**src/rtl/gate_pkg.sv**
```systemverilog
// Shared definitions for the gate array: logic-function encoding,
// parameter limits and the per-gate function helper.
package gate_pkg;

  // Logic function applied by every channel.
  typedef enum logic [1:0] {
    GATE_NAND = 2'd0,
    GATE_AND  = 2'd1,
    GATE_NOR  = 2'd2,
    GATE_OR   = 2'd3
  } gate_mode_t;

  // Legal parameter ranges.
  localparam int unsigned CHANNELS_MIN = 32'd1;
  localparam int unsigned CHANNELS_MAX = 32'd16;
  localparam int unsigned INPUTS_MIN   = 32'd2;
  localparam int unsigned INPUTS_MAX   = 32'd8;
  localparam int unsigned DELAY_MIN    = 32'd1;
  localparam int unsigned DELAY_MAX    = 32'd8;
  localparam int unsigned FILTER_MIN   = 32'd1;
  localparam int unsigned FILTER_MAX   = 32'd15;

  // Width of the glitch-filter stability counter.
  localparam int unsigned FILT_CNT_W   = 32'd4;

  // Reduce a gate to its function using only "all inputs high" and
  // "any input high"; this keeps the helper independent of INPUTS.
  function automatic logic gate_apply(input gate_mode_t mode,
                                      input logic       all_ones,
                                      input logic       any_one);
    logic res;
    case (mode)
      GATE_NAND: res = ~all_ones;
      GATE_AND:  res = all_ones;
      GATE_NOR:  res = ~any_one;
      GATE_OR:   res = any_one;
      default:   res = ~all_ones;
    endcase
    return res;
  endfunction

endpackage

```
**src/rtl/gate_channel.sv**
```systemverilog
// One gate of the array: function evaluation, DELAY-deep pipeline,
// optional glitch filter (GATE_GLITCH_FILTER_EN) and y/changed registers.
module gate_channel
  import gate_pkg::*;
#(
  parameter int unsigned INPUTS    = 32'd3,
  parameter int unsigned DELAY     = 32'd1,
  parameter int unsigned FILTER    = 32'd2,
  parameter logic        RESET_VAL = 1'b1
) (
  input  logic              clk,
  input  logic              rst,
  input  gate_mode_t        mode,
  input  logic [INPUTS-1:0] slice,
  output logic              y,
  output logic              changed
);

  // Reject out-of-range configurations at elaboration time.
  if (INPUTS < INPUTS_MIN || INPUTS > INPUTS_MAX ||
      DELAY < DELAY_MIN || DELAY > DELAY_MAX ||
      FILTER < FILTER_MIN || FILTER > FILTER_MAX) begin : g_param_err
    $error("gate_channel: parameter out of range");
  end

  logic             raw_s;
  logic [DELAY-1:0] pipe_q;
  logic [DELAY-1:0] pipe_d;
  logic             last_s;
  logic             y_q;
  logic             y_d;
  logic             changed_q;
  logic             changed_d;

  // Raw gate result for the current cycle's inputs and mode.
  always_comb begin
    raw_s = gate_apply(mode, &slice, |slice);
  end

  // Shift the raw result into stage 0; the oldest value leaves the top.
  if (DELAY == 32'd1) begin : g_pipe_one
    always_comb begin
      pipe_d = raw_s;
    end
  end else begin : g_pipe_many
    always_comb begin
      pipe_d = {pipe_q[DELAY-2:0], raw_s};
    end
  end

  assign last_s = pipe_q[DELAY-1];

`ifdef GATE_GLITCH_FILTER_EN
  localparam logic [FILT_CNT_W-1:0] CNT_LAST = FILT_CNT_W'(FILTER - 32'd1);

  logic [FILT_CNT_W-1:0] cnt_q;
  logic [FILT_CNT_W-1:0] cnt_d;

  // Commit a new value only after it has differed from y for FILTER edges.
  always_comb begin
    y_d   = y_q;
    cnt_d = {FILT_CNT_W{1'b0}};
    if (last_s == y_q) begin
      cnt_d = {FILT_CNT_W{1'b0}};
    end else if (cnt_q >= CNT_LAST) begin
      y_d   = last_s;
      cnt_d = {FILT_CNT_W{1'b0}};
    end else if (cnt_q == {FILT_CNT_W{1'b1}}) begin
      cnt_d = cnt_q;
    end else begin
      cnt_d = cnt_q + FILT_CNT_W'(1);
    end
  end

  // Stability counter register.
  always_ff @(posedge clk) begin
    if (rst) begin
      cnt_q <= {FILT_CNT_W{1'b0}};
    end else begin
      cnt_q <= cnt_d;
    end
  end
`else
  // Without the filter y simply follows the last pipeline stage.
  always_comb begin
    y_d = last_s;
  end
`endif

  // A toggle of y is flagged in the same cycle it is committed.
  always_comb begin
    changed_d = y_d ^ y_q;
  end

  // Pipeline, output and change-flag registers; reset drops in-flight data.
  always_ff @(posedge clk) begin
    if (rst) begin
      pipe_q    <= {DELAY{RESET_VAL}};
      y_q       <= RESET_VAL;
      changed_q <= 1'b0;
    end else begin
      pipe_q    <= pipe_d;
      y_q       <= y_d;
      changed_q <= changed_d;
    end
  end

  assign y       = y_q;
  assign changed = changed_q;

endmodule

```
**src/rtl/nand_gate_array.sv**
```systemverilog
// Array of CHANNELS registered, mode-selectable gates with TTL-like delay.
// Optional glitch filter enabled by defining GATE_GLITCH_FILTER_EN.
module nand_gate_array
  import gate_pkg::*;
#(
  parameter int unsigned CHANNELS  = 32'd4,
  parameter int unsigned INPUTS    = 32'd3,
  parameter int unsigned DELAY     = 32'd1,
  parameter int unsigned FILTER    = 32'd2,
  parameter logic        RESET_VAL = 1'b1
) (
  input  logic                       clk,
  input  logic                       rst,
  input  logic [1:0]                 mode,
  input  logic [CHANNELS*INPUTS-1:0] in,
  output logic [CHANNELS-1:0]        y,
  output logic [CHANNELS-1:0]        changed
);

  gate_mode_t mode_s;

  assign mode_s = gate_mode_t'(mode);

  for (genvar c = 0; c < CHANNELS; c++) begin : g_chan
    gate_channel #(
      .INPUTS    (INPUTS),
      .DELAY     (DELAY),
      .FILTER    (FILTER),
      .RESET_VAL (RESET_VAL)
    ) u_chan (
      .clk     (clk),
      .rst     (rst),
      .mode    (mode_s),
      .slice   (in[c*INPUTS +: INPUTS]),
      .y       (y[c]),
      .changed (changed[c])
    );
  end

endmodule

```
**config.mk**
```make
export PLATFORM = sky130hd
export DESIGN_NAME = nand_gate_array
export DESIGN_NICKNAME = d
export VERILOG_FILES = /design/src/rtl/gate_pkg.sv /design/src/rtl/gate_channel.sv /design/src/rtl/nand_gate_array.sv
export SDC_FILE = /design/constraint.sdc
export NUM_CORES = 1
export LEC_CHECK = 0
export ABC_AREA = 0
export BUFFER_PORTS_ARGS = -buffer_cell sky130_fd_sc_hd__buf_4
export CORE_AREA = 2 2 39 41
export DETAILED_ROUTE_END_ITERATION = 10
export DIE_AREA = 0 0 41 43
export GPL_TIMING_DRIVEN = 0
export PLACE_DENSITY = 0.79
export REMOVE_ABC_BUFFERS = 1
export SLEW_MARGIN = 20
export SYNTH_ARGS = -nofsm -noshare
export SYNTH_HDL_FRONTEND = slang
export SYNTH_SLANG_ARGS = --single-unit
```
**constraint.sdc**
```tcl
create_clock -name clk -period 1.2 [get_ports clk]
set_input_delay 0.18 -clock clk [delete_from_list [all_inputs] [get_ports clk]]
set_output_delay 0.18 -clock clk [all_outputs]
set_load 0.01 [all_outputs]
```
==> flow_summary.yaml, run 1 <==
run_status:
  outcome: "finished, final reports clean"
final_layout:
  fin_nets: 90
  synthToLayoutAreaGrowth_pct: 30.8
  antennaDiodeCount: 0
  drive_gt1_share_pct: 42.5
logic_synthesis:
  synth.area.top_cells: "dfxtp_1 (46%), buf_4 (13%), mux2i_1 (7.6%)"
  synthFlopType: "dfxtp_1"
  synth_top_area_share_pct: 45.8
  synth_edf_count: 0
  yosys_warnings: 0
  netlist_instances: 55
  synth_area_um2: 524
  postSynthAreaPerCell_um2: 9.53
  synth_most_common_cell: "dfxtp_1"
  synth-seq-area-share_pct: 45.8
  async_flop_share_pct: 0
  yosys-top-cells-count: "dfxtp_1 (12), buf_4 (9), nor2_1 (5)"
  yosysTopAreaCell: "dfxtp_1"
  synth_cell_types: 11
  synth-seq-cells: 12
clocking:
  cts.clk_slew.worst_paths_ns: 0.07
  htreeDepth: 1
  cts_sinks: 12
  post_cts_buffers: 0
  cts_tree: "yes"
  clkLatencyLatePin_ns: 0.27
  ctsHoldBuffers: 0
  cts_buffers: 3
  clockBufferDepth: 2
  cts-root-buf: "clkbuf_4"
  cts_resized: 0
place:
  port-buffer-count: 23
  dp_hpwl_um: 648
  place.gp.congestion: 0.645
detailed_routing:
  via_count: 392
  drt_iter0_drc: 0
  wirelength_um: 816
  drc: 0
  ant_nets: 0
  dr.pass1.iters: 1
  routedWlPerCell_um: 9.17
  viasPerCell: 4.40
setup_path:
  crit_arrival_ns: 0.75
  start_kind: "flop"
  max_stage_delay_ns: 0.35
  cp_top_family: "flip-flops"
  crit_required_ns: 1.02
  critPathKind: "reg2out"
  timing.critical_path.buf_inv: 1
  path_cells: "buf_4"
  path_max_fanout: 2
  slowest_stage: "dfxtp_1"
  end_kind: "output port"
floorplanning:
  ios: 24
  fp.dieArea_mm2: 0.00176
  initial_core_util_pct: 37.9
  rows: 14
  coreArea_mm2: 0.00138
  chipHeight_um: 43
  die_w_um: 41
pwr:
  ir_drop_mv: 0.508
  power.density_mw_per_mm2: 1320
  p_total_uw: 905
  p_leak_nw: 0.328
timing:
  period_needed_ns: 0.926
  setup_viol: 0
  report.final.slew_viol_count: 0
  fin_crit_sh_pct: 77.2
  clock_skew_ns: 0.00568
  rsz0062_at_grt: "no"
  maxSlewHeadroom_pct: 84.3
  hold_viol: 0
  final.setup.tns_ns: 0
  tightest_slew_ns: 0.235
  achievable-frequency_ghz: 1.08
global_routing:
  use_met3_pct: 1.57
  use_met1_pct: 14.6
  groute.usage.overall_pct: 12.1
  grt_pass1_vias: 376
  grt_start_max_net_pins: 11
  antenna_found_initial: 0
  busiest_layer: "met2"
  grtUsageMet2_pct: 16.9
  grt_pass1_wl_mm: 1.42
  grt_overflow: 0
min_path:
  hp-class: "in2reg"
flow_run:
  maxCapViolations: 0
==> where the power goes <==
part	total, mW	leakage [nW]	internal [mW]	switching [mW]
Sequential	0.444	0.0994	0.429	0.0143
Combinational	0.152	0.207	0.0914	0.0608
Clock	0.309	0.0210	0.184	0.125
Total	0.905	0.328	0.705	0.200
==> logic make-up (layout without fill, tap and decap cells) <==
| group | after synthesis | in the layout | synth area share, % |
|---|---|---|---|
| xor gates and xnor gates | 4 | 4 | 6.68 |
| DFF | 12 | 12 | 45.8 |
| and+or+nand+nor | 10 | 10 | 9.79 |
| AOI/OAI and AO/OA | 12 | 12 | 14.3 |
| muxes | 4 | 4 | 7.64 |
| buffers and inverters | 13 | 31 | 15.8 |
==> flip-flops by register name, summed over array words and instances, names as in the netlist <==
register               count
g_chan.u_chan.changed      4
g_chan.u_chan.last_s       4
g_chan.u_chan.y            4
==> through the flow <==
stage          instance area (µm²)  cells  worst slack, ns  util, %  hold slack [ns]
2_1_floorplan                  457     46            0.552        -            0.252
3_5_place_dp                   649     85            0.408     46.9            0.419
3_3_place_gp                   649     85            0.418     46.9            0.416
4_1_cts                        686     89            0.261     49.5            0.123
6_report                       686     89            0.274     49.5            0.134
5_1_grt                        686     89            0.227     49.5            0.140
==> placed cells by master, fill, tap and decap left out <==
master,synthesis,final
or2_1,4,4
buf_4,9,23
o21ai_1,4,4
inv_1,4,4
clkbuf_8,0,1
nor2_1,5,5
o21ai_2,4,4
mux2i_1,4,4
a21oi_1,4,4
clkbuf_4,0,3
and2b_1,1,1
dfxtp_1,12,12
xnor2_1,4,4
==> area by class of cell <==
class                           instances  area [µm²]
Clock buffer                            4        36.3
Fill cell                             147         698
Timing Repair Buffer                   23         173
Inverter                                4        15.0
Tap cell                               16        20.0
Sequential cell                        12         240
Multi-Input combinational cell         30         201
==> worst paths after layout <==
kind,startpoint,end,slack (ns),cells after the start
setup / recovery,g_chan[3].u_chan.y,y[3],0.27,1
hold / removal,rst,g_chan[3].u_chan.changed,0.13,2
setup reg to reg,g_chan[1].u_chan.last_s,g_chan[1].u_chan.y,0.55,1
hold reg to reg,g_chan[2].u_chan.last_s,g_chan[2].u_chan.y,0.45,1
==> routing by layer <==
metal | routed length (µm) | part of all wire [%] | vias to the layer above
met5 | 0 | 0 | -
met4 | 31 | 3.8 | 0
met3 | 95 | 12 | 4
met2 | 368 | 45 | 24
met1 | 320 | 39 | 158
li1 | - | - | 206
No activity file was read; power rests on OpenSTA's default activity.
==> run 2, diff against run 1 <==
CORE_AREA = not set   (was 2 2 39 41)
CORE_UTILIZATION = 39   (was not set)
DIE_AREA = not set   (was 0 0 41 43)
PLACE_DENSITY = 0.81   (was 0.79)
clock period = 0.8 ns   (was 1.2 ns; I/O delays follow)
==> run 2 against run 1 <==
Compared with the run above: the flow now finishes with violations (setup timing); global-route usage rose by 2.8 points; register-to-register slack got worse by 0.51 ns; clock skew fell by 0.0054 ns; total power up 42%; cell count rose by 1.1%; final area up 7.8%; combinational power up 74%; sequential share of layout area shrank 1.2 points; clock power rose by 12%; critical endpoint unchanged; largest power group unchanged.
==> flow_summary.yaml, run 2 (synthesis gave the netlist of run 1 again) <==
clocking:
  cts_buffers: 3
  cts.clk_slew.worst_paths_ns: 0.06
  htreeDepth: 1
  clockBufferDepth: 2
  cts-root-buf: "clkbuf_4"
  clkLatencyLatePin_ns: 0.27
  ctsHoldBuffers: 0
  cts_sinks: 12
  cts_tree: "yes"
place:
  port-buffer-count: 23
  place_area_um2: 647
  place.gp.congestion: 0.594
  dp_hpwl_um: 626
min_path:
  worstHoldStart: "rst"
  hp-class: "in2reg"
  worstHoldEndpoint: "g_chan[2].u_chan.changed"
  hold_path_depth: 2
timing:
  achievable-frequency_ghz: 1.21
  setup_viol: 8
  maxSlewHeadroom_pct: 82.6
  clock_skew_ns: 0.000298
  period_needed_ns: 0.828
  tightest_slew_ns: 0.261
  hold_viol: 0
  fin_crit_sh_pct: 104
  rsz0062_at_grt: "yes"
  timing.hold.ws_ns: 0.0705
  report.final.slew_viol_count: 0
  layout_setup_ws_ns: -0.0284
final_layout:
  layout_commonest_cell: "buf_4"
  final_area_um2: 739
  fill_cells: 105
  drive_gt1_share_pct: 55.3
  synthToLayoutAreaGrowth_pct: 41.1
  antennaDiodeCount: 0
  final_cell_mix: "buf_4 (19), dfxtp_2 (8), buf_6 (8)"
  fin_nets: 94
detailed_routing:
  wirelength_um: 890
  drc: 0
  drt_iter0_drc: 4
  routedWlPerCell_um: 9.89
  viasPerCell: 4.54
  dr.pass1.iters: 3
  ant_nets: 0
  via_count: 409
setup_path:
  crit_required_ns: 0.68
  critPathKind: "reg2out"
  max_stage_delay_ns: 0.33
  timing.critical_path.buf_inv: 1
  crit_arrival_ns: 0.71
  start_kind: "flop"
  slowest_stage: "dfxtp_2"
  r2r_start: "g_chan[3].u_chan.y"
  path_max_fanout: 2
  r2r_setup_slack_ns: 0.04
  cp_top_family: "flip-flops"
  r2r-end: "g_chan[3].u_chan.changed"
  worstRegToRegCells: 3
  end_kind: "output port"
  path_cells: "buf_6"
flow_run:
  maxCapViolations: 0
pwr:
  p_leak_nw: 0.348
  ir_drop_mv: 0.858
  power.density_mw_per_mm2: 1740
global_routing:
  grt_pass1_vias: 392
  grt_start_max_net_pins: 11
  antenna_found_initial: 0
  grt_overflow: 0
  groute.usage.overall_pct: 14.9
  grt_pass1_wl_mm: 1.44
floorplanning:
  rows: 12
  fp.dieArea_mm2: 0.00149
  die_w_um: 38.7
  initial_core_util_pct: 44.8
  coreArea_mm2: 0.00117
  chipHeight_um: 38.7
  ios: 24
run_status:
  outcome: "complete, but fails checks"
  violations: "setup timing"
run 2: timing repair:
item,CTS,global route
setup buffers,4,0
setup endpoints to repair,8,8
resized for setup,14,2
run 2: worst max path at each step:
stage / slack, ns / to / depth (start not counted) / start
2_1_floorplan: 0.15 / g_chan[0].u_chan.changed / 2 / g_chan[0].u_chan.y
3_3_place_gp: 0.08 / g_chan[2].u_chan.last_s / 4 / mode[1]
3_5_place_dp: 0.05 / g_chan[1].u_chan.last_s / 4 / mode[1]
4_1_cts: -0.03 / y[1] / 1 / g_chan[1].u_chan.y
5_1_grt: -0.06 / y[3] / 1 / g_chan[3].u_chan.y
6_report: -0.03 / y[3] / 1 / g_chan[3].u_chan.y
run 2: routing by layer:
layer / part of all wire, % / vias to the layer above / track usage (%)
met2: 57 / 14 / 29.2
met1: 37 / 179 / 11.7
met4: 1.6 / 0 / 7.76
met5: 0 / - / 0
met3: 4.3 / 2 / 6.94
li1: - / 214 / -
run 2: power breakdown:
group	internal, mW	switching, mW	total (mW)
clock	0.174	0.173	0.347
sequential	0.650	0.0258	0.676
combinational	0.167	0.0983	0.265
total	0.992	0.297	1.29
run 2: metrics by stage:
stage | setup TNS (ns) | total power, mW | setup slack, ns | instances | utilization [%]
floorplan | 0 | 0.786 | 0.152 | 46 | -
global placement | 0 | 0.904 | 0.0776 | 83 | 55.2
detailed placement | 0 | 0.911 | 0.0515 | 83 | 55.2
CTS | -0.179 | 1.30 | -0.0322 | 90 | 62.9
global route | -0.372 | 1.36 | -0.0594 | 90 | 63.1
finish | -0.139 | 1.29 | -0.0284 | 90 | 63.1
run 2: final cells by class:
cell class / count / area, µm² / area share [%]
clock buffer: 3 / 22.5 / 3.05
sequential: 12 / 250 / 33.8
tap: 14 / 17.5 / 2.37
inverter: 4 / 15.0 / 2.03
multi-input combinational: 30 / 201 / 27.2
timing repair buffer: 27 / 233 / 31.5
